[config.mk]
export PLATFORM = sky130hd
export DESIGN_NAME = mshr_issue_engine_flat
export DESIGN_NICKNAME = d
export VERILOG_FILES = /design/src/rtl/mshr_issue_engine_if.sv /design/src/rtl/mshr_issue_engine.sv /design/src/flat_wrapper.sv
export SDC_FILE = /design/constraint.sdc
export NUM_CORES = 1
export LEC_CHECK = 0
export ABC_CLOCK_PERIOD_IN_PS = 2600
export CAP_MARGIN = 20
export CORE_UTILIZATION = 40
export CTS_CLUSTER_DIAMETER = 30
export DETAILED_ROUTE_END_ITERATION = 12
export PLACE_DENSITY = 0.83
export SYNTH_ARGS = -nofsm -noshare
export SYNTH_HDL_FRONTEND = slang
export SYNTH_SLANG_ARGS = --single-unit
[constraint.sdc]
create_clock -name clk -period 2.6 [get_ports clk]
set_input_delay 0.39 -clock clk [delete_from_list [all_inputs] [get_ports clk]]
set_output_delay 0.39 -clock clk [all_outputs]
set_load 0.02 [all_outputs]
[src/rtl/mshr_issue_engine_if.sv]
// -----------------------------------------------------------------------------
// mshr_issue_engine_if
// Purpose : bundles the three buses the MSHR issue engine talks on.
//           - MSHR read-next / delete : empty, read_next, rn_*, del, del_addr
//           - memory request / resp   : mem_req, mem_we, mem_addr, mem_wdata,
//                                       mem_ack, mem_resp_valid, mem_rdata
//           - cache fill return       : fill_valid, fill_addr, fill_data,
//                                       fill_mshr_id
// Modports: master = the issue engine, slave = MSHR / memory / cache side.
// -----------------------------------------------------------------------------
interface mshr_issue_engine_if #(
   parameter int ADDR_W = 32,
   parameter int DATA_W = 32,
   parameter int ID_W   = 3
);
   // MSHR read-next / delete
   logic              empty;
   logic              read_next;
   logic              rn_valid;
   logic [ADDR_W-1:0] rn_addr;
   logic [DATA_W-1:0] rn_data;
   logic              rn_rw;
   logic              rn_dirty;
   logic [ID_W-1:0]   rn_mshr_id;
   logic              del;
   logic [ADDR_W-1:0] del_addr;
   // memory bus
   logic              mem_req;
   logic              mem_we;
   logic [ADDR_W-1:0] mem_addr;
   logic [DATA_W-1:0] mem_wdata;
   logic              mem_ack;
   logic              mem_resp_valid;
   logic [DATA_W-1:0] mem_rdata;
   // cache fill
   logic              fill_valid;
   logic [ADDR_W-1:0] fill_addr;
   logic [DATA_W-1:0] fill_data;
   logic [ID_W-1:0]   fill_mshr_id;

   modport master (
      input  empty, rn_valid, rn_addr, rn_data, rn_rw, rn_dirty, rn_mshr_id,
      input  mem_ack, mem_resp_valid, mem_rdata,
      output read_next, del, del_addr,
      output mem_req, mem_we, mem_addr, mem_wdata,
      output fill_valid, fill_addr, fill_data, fill_mshr_id
   );

   modport slave (
      output empty, rn_valid, rn_addr, rn_data, rn_rw, rn_dirty, rn_mshr_id,
      output mem_ack, mem_resp_valid, mem_rdata,
      input  read_next, del, del_addr,
      input  mem_req, mem_we, mem_addr, mem_wdata,
      input  fill_valid, fill_addr, fill_data, fill_mshr_id
   );
endinterface

[src/rtl/mshr_issue_engine.sv]
// -----------------------------------------------------------------------------
// mshr_issue_engine
// Purpose : pulls entries out of the cache MSHR one at a time, issues each as
//           a memory request, returns read data to the cache as a fill and
//           retires the entry with a delete pulse.
// Ports   :
//   clk        - clock, everything on the rising edge
//   reset      - asynchronous, active-low
//   enable     - gates fetching of new entries (in-flight entry still finishes)
//   bus        - MSHR / memory / fill buses (mshr_issue_engine_if.master)
//   busy       - engine is not idle (combinational from state)
//   rn_timeout - one-cycle pulse when the MSHR fails to present an entry
// -----------------------------------------------------------------------------
module mshr_issue_engine #(
   parameter int ADDR_W     = 32,
   parameter int DATA_W     = 32,
   parameter int ID_W       = 3,
   parameter int RN_TIMEOUT = 15
) (
   input  logic                clk,
   input  logic                reset,
   input  logic                enable,
   mshr_issue_engine_if.master bus,
   output logic                busy,
   output logic                rn_timeout
);

   typedef enum logic [2:0] {
      IDLE      = 3'd0,
      WAIT_RN   = 3'd1,
      ISSUE     = 3'd2,
      WAIT_RESP = 3'd3,
      RETIRE    = 3'd4
   } state_t;

   localparam logic [7:0] RN_LIMIT = 8'(RN_TIMEOUT);

   state_t            state_q, state_d;
   logic [7:0]        cnt_q, cnt_d;
   logic [ADDR_W-1:0] addr_q, addr_d;
   logic [DATA_W-1:0] data_q, data_d;
   logic              we_q, we_d;
   logic [ID_W-1:0]   id_q, id_d;
   logic              read_next_q, read_next_d;
   logic              rn_timeout_q, rn_timeout_d;
   logic              mem_req_q, mem_req_d;
   logic              del_q, del_d;
   logic [ADDR_W-1:0] del_addr_q, del_addr_d;
   logic              fill_valid_q, fill_valid_d;
   logic [ADDR_W-1:0] fill_addr_q, fill_addr_d;
   logic [DATA_W-1:0] fill_data_q, fill_data_d;
   logic [ID_W-1:0]   fill_id_q, fill_id_d;

   always_ff @(posedge clk or negedge reset) begin
      if (!reset) begin
         state_q      <= IDLE;
         cnt_q        <= '0;
         addr_q       <= '0;
         data_q       <= '0;
         we_q         <= 1'b0;
         id_q         <= '0;
         read_next_q  <= 1'b0;
         rn_timeout_q <= 1'b0;
         mem_req_q    <= 1'b0;
         del_q        <= 1'b0;
         del_addr_q   <= '0;
         fill_valid_q <= 1'b0;
         fill_addr_q  <= '0;
         fill_data_q  <= '0;
         fill_id_q    <= '0;
      end else begin
         state_q      <= state_d;
         cnt_q        <= cnt_d;
         addr_q       <= addr_d;
         data_q       <= data_d;
         we_q         <= we_d;
         id_q         <= id_d;
         read_next_q  <= read_next_d;
         rn_timeout_q <= rn_timeout_d;
         mem_req_q    <= mem_req_d;
         del_q        <= del_d;
         del_addr_q   <= del_addr_d;
         fill_valid_q <= fill_valid_d;
         fill_addr_q  <= fill_addr_d;
         fill_data_q  <= fill_data_d;
         fill_id_q    <= fill_id_d;
      end
   end

   always_comb begin
      state_d      = state_q;
      cnt_d        = cnt_q;
      addr_d       = addr_q;
      data_d       = data_q;
      we_d         = we_q;
      id_d         = id_q;
      mem_req_d    = mem_req_q;
      del_addr_d   = del_addr_q;
      fill_addr_d  = fill_addr_q;
      fill_data_d  = fill_data_q;
      fill_id_d    = fill_id_q;
      // pulse outputs default low so they last exactly one cycle
      read_next_d  = 1'b0;
      rn_timeout_d = 1'b0;
      del_d        = 1'b0;
      fill_valid_d = 1'b0;

      case (state_q)
         IDLE: begin
            cnt_d = '0;
            if (enable && !bus.empty) begin
               read_next_d = 1'b1;
               state_d     = WAIT_RN;
            end
         end

         WAIT_RN: begin
            // rn_valid wins over the limit when both land in the same cycle
            if (bus.rn_valid) begin
               addr_d    = bus.rn_addr;
               data_d    = bus.rn_data;
               we_d      = bus.rn_rw | bus.rn_dirty;
               id_d      = bus.rn_mshr_id;
               mem_req_d = 1'b1;
               cnt_d     = '0;
               state_d   = ISSUE;
            end else if (cnt_q == RN_LIMIT - 8'd1) begin
               // this was the last allowed wait cycle
               rn_timeout_d = 1'b1;
               cnt_d        = '0;
               state_d      = IDLE;
            end else begin
               cnt_d = cnt_q + 8'd1;
            end
         end

         ISSUE: begin
            if (bus.mem_ack) begin
               mem_req_d = 1'b0;
               if (we_q) begin
                  // writes and writebacks have no response phase
                  del_d      = 1'b1;
                  del_addr_d = addr_q;
                  state_d    = RETIRE;
               end else begin
                  state_d = WAIT_RESP;
               end
            end
         end

         WAIT_RESP: begin
            if (bus.mem_resp_valid) begin
               del_d        = 1'b1;
               del_addr_d   = addr_q;
               fill_valid_d = 1'b1;
               fill_addr_d  = addr_q;
               fill_data_d  = bus.mem_rdata;
               fill_id_d    = id_q;
               state_d      = RETIRE;
            end
         end

         RETIRE: begin
            // del/fill are visible during this state; nothing else to do
            state_d = IDLE;
         end

         default: begin
            state_d = IDLE;
         end
      endcase
   end

   assign busy             = (state_q != IDLE);
   assign rn_timeout       = rn_timeout_q;
   assign bus.read_next    = read_next_q;
   assign bus.del          = del_q;
   assign bus.del_addr     = del_addr_q;
   assign bus.mem_req      = mem_req_q;
   assign bus.mem_we       = we_q;
   assign bus.mem_addr     = addr_q;
   assign bus.mem_wdata    = data_q;
   assign bus.fill_valid   = fill_valid_q;
   assign bus.fill_addr    = fill_addr_q;
   assign bus.fill_data    = fill_data_q;
   assign bus.fill_mshr_id = fill_id_q;

endmodule

[src/flat_wrapper.sv]
// flat-port wrapper written by rule: the top's interface ports become plain ports
module mshr_issue_engine_flat 
#(
   parameter int ADDR_W     = 32,
   parameter int DATA_W     = 32,
   parameter int ID_W       = 3,
   parameter int RN_TIMEOUT = 15
)
  (clk, reset, enable, busy, rn_timeout, bus_empty, bus_rn_valid, bus_rn_addr, bus_rn_data, bus_rn_rw, bus_rn_dirty, bus_rn_mshr_id, bus_mem_ack, bus_mem_resp_valid, bus_mem_rdata, bus_read_next, bus_del, bus_del_addr, bus_mem_req, bus_mem_we, bus_mem_addr, bus_mem_wdata, bus_fill_valid, bus_fill_addr, bus_fill_data, bus_fill_mshr_id);
  mshr_issue_engine_if #(.ADDR_W(ADDR_W), .DATA_W(DATA_W), .ID_W(ID_W)) bus_i ();
  input  logic clk;
  input  logic reset;
  input  logic enable;
  output logic busy;
  output logic rn_timeout;
  input wire logic [$bits(bus_i.empty)-1:0] bus_empty;
  input wire logic [$bits(bus_i.rn_valid)-1:0] bus_rn_valid;
  input wire logic [$bits(bus_i.rn_addr)-1:0] bus_rn_addr;
  input wire logic [$bits(bus_i.rn_data)-1:0] bus_rn_data;
  input wire logic [$bits(bus_i.rn_rw)-1:0] bus_rn_rw;
  input wire logic [$bits(bus_i.rn_dirty)-1:0] bus_rn_dirty;
  input wire logic [$bits(bus_i.rn_mshr_id)-1:0] bus_rn_mshr_id;
  input wire logic [$bits(bus_i.mem_ack)-1:0] bus_mem_ack;
  input wire logic [$bits(bus_i.mem_resp_valid)-1:0] bus_mem_resp_valid;
  input wire logic [$bits(bus_i.mem_rdata)-1:0] bus_mem_rdata;
  output wire logic [$bits(bus_i.read_next)-1:0] bus_read_next;
  output wire logic [$bits(bus_i.del)-1:0] bus_del;
  output wire logic [$bits(bus_i.del_addr)-1:0] bus_del_addr;
  output wire logic [$bits(bus_i.mem_req)-1:0] bus_mem_req;
  output wire logic [$bits(bus_i.mem_we)-1:0] bus_mem_we;
  output wire logic [$bits(bus_i.mem_addr)-1:0] bus_mem_addr;
  output wire logic [$bits(bus_i.mem_wdata)-1:0] bus_mem_wdata;
  output wire logic [$bits(bus_i.fill_valid)-1:0] bus_fill_valid;
  output wire logic [$bits(bus_i.fill_addr)-1:0] bus_fill_addr;
  output wire logic [$bits(bus_i.fill_data)-1:0] bus_fill_data;
  output wire logic [$bits(bus_i.fill_mshr_id)-1:0] bus_fill_mshr_id;
  assign bus_i.empty = bus_empty;
  assign bus_i.rn_valid = bus_rn_valid;
  assign bus_i.rn_addr = bus_rn_addr;
  assign bus_i.rn_data = bus_rn_data;
  assign bus_i.rn_rw = bus_rn_rw;
  assign bus_i.rn_dirty = bus_rn_dirty;
  assign bus_i.rn_mshr_id = bus_rn_mshr_id;
  assign bus_i.mem_ack = bus_mem_ack;
  assign bus_i.mem_resp_valid = bus_mem_resp_valid;
  assign bus_i.mem_rdata = bus_mem_rdata;
  assign bus_read_next = bus_i.read_next;
  assign bus_del = bus_i.del;
  assign bus_del_addr = bus_i.del_addr;
  assign bus_mem_req = bus_i.mem_req;
  assign bus_mem_we = bus_i.mem_we;
  assign bus_mem_addr = bus_i.mem_addr;
  assign bus_mem_wdata = bus_i.mem_wdata;
  assign bus_fill_valid = bus_i.fill_valid;
  assign bus_fill_addr = bus_i.fill_addr;
  assign bus_fill_data = bus_i.fill_data;
  assign bus_fill_mshr_id = bus_i.fill_mshr_id;
  mshr_issue_engine #(.ADDR_W(ADDR_W), .DATA_W(DATA_W), .ID_W(ID_W), .RN_TIMEOUT(RN_TIMEOUT)) u_core (.clk(clk), .reset(reset), .enable(enable), .bus(bus_i), .busy(busy), .rn_timeout(rn_timeout));
endmodule
# == Word level (Yosys, flattened, before mapping) ==
# Cells that the tools add are included.
# classes
bitwise_logic,1
reduce_logical,12
n_shift,0
n_eq_ne,10
n_mux,27
order_cmp,0
mul,0
addsub,1
div,0
# ops
op,n
$mux W32,3
$pmux W32 S2,1
$mux W3,6
$mux W8,2
$pmux W8 S2,1
$pmux W3 S4,1
$mux W1,11
$add A8 B1 Y8 const B,1
$eq A8 B4 Y1 const B,1
$reduce_and A4 Y1,2
$eq A3 B2 Y1 const B,2
$ne A2 B2 Y1 const B,3
$reduce_bool A2 Y1,3
$ne A2 B1 Y1 const B,2
$pmux W1 S2,2
$reduce_and A2 Y1,2
$eq A3 B1 Y1 const B,1
$logic_not A3 Y1,1
$ne A3 B2 Y1 const B,1
$reduce_and A3 Y1,1
$reduce_bool A3 Y1,1
$logic_and A1 B1 Y1,1
$logic_not A1 Y1,1
$or A1 B1 Y1,1
# totals
latch_bits,0
reg_bits,183
ramBits,0
mem_bits_ro,0
in_bits,108
elab_cells,66
memories,0
out_inout_bits,170

# == Depth between registers and ports, before layout ==
# logic_depth
depth_word,4
depth_mapped,8

# == Worst setup path before layout ==
# No wires, ideal clock.
# synth_path
path_type,reg2reg
start,register u_core.cnt_q[0]
end,register u_core.state_q[0]
arrival_time_ns,1.750
path_stages_with_launch,7
slack_ns,0.725
period_less_slack_ns,1.875
cell_sequence,dfrtp_1 inv_1 ha_1 or4b_4 o31ai_4 o211ai_2 mux2_4
# synth_between
elab_chain_len,3
# synth_lines
element,line_no,rtl
from (decl),mshr_issue_engine.sv:39,"logic [7:0] cnt_q, cnt_d;"
from (signal assigned),mshr_issue_engine.sv:73,cnt_q <= cnt_d;
$eq A8 B4 Y1,mshr_issue_engine.sv:127,end else if (cnt_q == RN_LIMIT - 8'd1) begin
$ne A3 B2 Y1 (no line),--,
$reduce_and A4 Y1 (no line),--,
to (signal assigned),mshr_issue_engine.sv:72,state_q <= state_d;
to (decl),mshr_issue_engine.sv:38,"state_t state_q, state_d;"
# No other way between the ends.
# A chain may end at the register's enable or synchronous reset.

# == Worst setup path in the final report ==
# layout_path
start,register u_core.state_q[2]
end,output port busy
# layout_between
elab_chain_len,1
# layout_lines
element,line_no,rtl
$reduce_bool A3 Y1,mshr_issue_engine.sv:174,assign busy = (state_q != IDLE);
to (decl),flat_wrapper.sv:14,output logic busy;
# No other way between the ends.

==> metrics.txt <==
Post-synth EDFFs=0; Detailed Route WL=16,900 µm; PD cells=around 1300 nW/µm²; Avg Inst Size Synth=15.9 µm²; compound-gate portion of the synthesized area=0.0221; clk_lat worst skew=0.42 ns; Adder-Cell Fraction of Synth Area=0.00356; main combinational cell family by area after synthesis=multiplexers; 1st-pass router iterations=4; nets@finish=834; Post-Route Setup TNS=0 ns; CP required=2.21 ns; Synth area leaders=dfrtp_1, mux2_2, buf_2, o21ai_0, nor2_1; Synth Register Bits=183; vias post-DR=~4,700; Final Cell Area=10,700 µm²; synthesized area=7020 µm²; Layout Utilization=0.620; distinct cell type count after synthesis=38; total gr overflow=0; root buf cell=clkbuf_16; Non-Filler Instances=~960; Post-Synth XOR/XNOR Area=0.00125; HP Start=u_core.bus.fill_data[19]; Mapped Nets=551; Fin Hold WS=just over 0.5 ns; Final Cycle Share=0.894; Num CTS Buffers=17; DIE AREA=~18,000 µm²; Worst R2R Start=u_core.cnt_q[0]; initial antenna violation count=0; Clock Sinks=183; switching power share of the total=0.356; Resize count post-CTS=0; Final Max Slew Viols=0; Leak=4.52 nW; crit path max fanout=9; endpoints failing setup=0; largest area contributor in the netlist=dfrtp_1; total core area=17,200 µm²; Arr. time, crit path=a little under 2 ns; std cell rows=48; Seq/Total Area, Yosys=0.652; top-area cell type share of the netlist area=0.652; R2R Setup Slk=0.34 ns; post-synthesis mux area share=0.270; Hold EP=u_core.bus.fill_data[19]; post-synthesis cell count=about 440; Warnings, synthesis=0; post-DR vias/cell=4.86; leading register cell type out of synthesis=dfrtp_1; Achievable Freq=0.430 GHz; placed cells=929; max_slew headroom=0.640; n_diodes=0; pin count of the biggest net entering global routing=between 60 and 70; height of the die=between 100 and 150 µm; H-tree Lvls=4; CTS clk-pin slew, worst paths=around 0.070 ns; Critical Path Sink Type=output pin; FFs w/ async S/R, synth=1.00; Flop pwr share=0.355; fin crit period=about 2.3 ns; logic gate share of total power=0.472; detailed placement HPWL=12,100 µm; Setup CP Type=flip-flop to output pin; reg2reg end=u_core.state_q[0]; Clock power frac=0.173; unrepaired setup endpoints after global routing=false; Port Buffers=277; Post-CTS Repair Setup Buffers=0; Max-Cap Viols=0; hold path depth=1; die width=134 µm; number of I/O pins=around 280; drt drc=0; commonest non-fill, non-tap cell in the layout=clkdlybuf4s50_1; antenna-violating nets left=0; Hold Path Class=flip-flop to flip-flop; crit start category=flip-flop; Internal=9.25 mW; final hold violations=0; Tot GR Track Use=0.191; Area growth syn-to-layout=52.1%; commonest non-fill, non-tap cells in the layout=clkdlybuf4s50_1, dfrtp_1, mux2_2, clkbuf_16, nor2_1; Clock Tree Buf Depth=2; r2r worst-path depth=6; Worst Skew=0.0101 ns; status=completed; fillers=~1,200; first-pass GRT wire length=~26,000 µm; Least-Margin Pin Slew=~0.54 ns; Iteration-0 DRC Markers=157; GP Congestion=0.750; simple-gate area share of the yosys netlist=0.0328; placed standard-cell area=10,100 µm²; CTS tree=yes; ratio of cells with drive above 1 in the final layout=0.293; wire per inst=17.6 µm; Psw=5.12 mW; Starting Density=0.407; VDD IR-drop max=659 µV; vias in the first global route=5,021
## logic make-up after synthesis
kind of cell | after synthesis
flops | 183
mux | 168
simple gates | 42
buf+inv | 24
compound gates | 21
fa+ha+maj | 2
xor+xnor | 1
## power groups by stage
stage	combinational (mW)	clock [mW]	sequential [mW]
floorplan	1.92	0	6.56
global placement	6.69	0	5.04
detailed placement	6.84	0	5.15
CTS	6.86	2.55	5.12
global route	7.13	2.66	5.29
finish	6.78	2.48	5.11
## how the worst max path moves through the flow
stage / startpoint / to / cells past startpoint
floorplan: u_core.cnt_q[0] / u_core.state_q[0] / 6
global placement: u_core.cnt_q[0] / u_core.state_q[0] / 6
detailed placement: u_core.cnt_q[0] / u_core.state_q[0] / 6
CTS: u_core.state_q[2] / busy / 2
global route: u_core.state_q[2] / busy / 2
finish: u_core.state_q[2] / busy / 2
## state kept, by name (all words and copies together) (netlist names)
signal	flops
u_core.state_q	3
u_core.bus.mem_req	1
u_core.bus.mem_wdata	32
u_core.id_q	3
u_core.rn_timeout	1
u_core.bus.del_addr	32
u_core.bus.del	1
u_core.bus.mem_addr	32
u_core.cnt_q	8
u_core.bus.read_next	1
u_core.bus.fill_valid	1
u_core.bus.fill_mshr_id	3
u_core.bus.fill_addr	32
u_core.bus.fill_data	32
u_core.bus.mem_we	1
## critical path, stage by stage (launching register included)
cell,delay (ns)
dfrtp_1,0.48
or3_1,0.46
clkdlybuf4s50_1,0.58
## metal layers
metal | up-vias | wire length, µm | share of wire | GRT usage
li1 | 2116 | - | - | -
met1 | 2308 | 6440 | 0.38 | 0.205
met2 | 223 | 8650 | 0.51 | 0.339
met3 | 27 | 1460 | 0.086 | 0.0672
met4 | 0 | 380 | 0.022 | 0.0793
met5 | - | 0 | 0 | 0
## cell usage after synthesis, types with 2 or more instances
| library cell | number |
|---|---|
| nand3_1 | 5 |
| buf_2 | 19 |
| inv_1 | 2 |
| o21ai_0 | 8 |
| ha_1 | 2 |
| buf_4 | 2 |
| a21oi_1 | 2 |
| dfrtp_1 | 183 |
| nor3b_1 | 2 |
| a21o_1 | 2 |
| nor3_1 | 3 |
| nor2b_1 | 3 |
| nand2_1 | 9 |
| nor2_1 | 10 |
| mux2_2 | 166 |
## through the flow
step | power [mW] | setup WS, ns
2_1_floorplan | 8.48 | 0.725
5_1_grt | 15.1 | 0.204
3_5_place_dp | 12.0 | 0.370
4_1_cts | 14.5 | 0.248
3_3_place_gp | 11.7 | 0.493
6_report | 14.4 | 0.275
## cell type report
cell class	count	area, µm²	area share
Sequential cell	183	4580	0.429
Clock inverter	13	119	0.0111
Timing Repair Buffer	286	2910	0.272
Clock buffer	19	453	0.0424
Multi-Input combinational cell	234	2330	0.218
Tap cell	225	282	0.0264
Inverter	2	7.51	0.000703
## repair_timing
action | in CTS | in global routing
hold endpoints to repair | 52 | 0
setup endpoints to repair | 0 | 0
hold buffers | 1 | 0
Power figures use the tool's default switching activity.
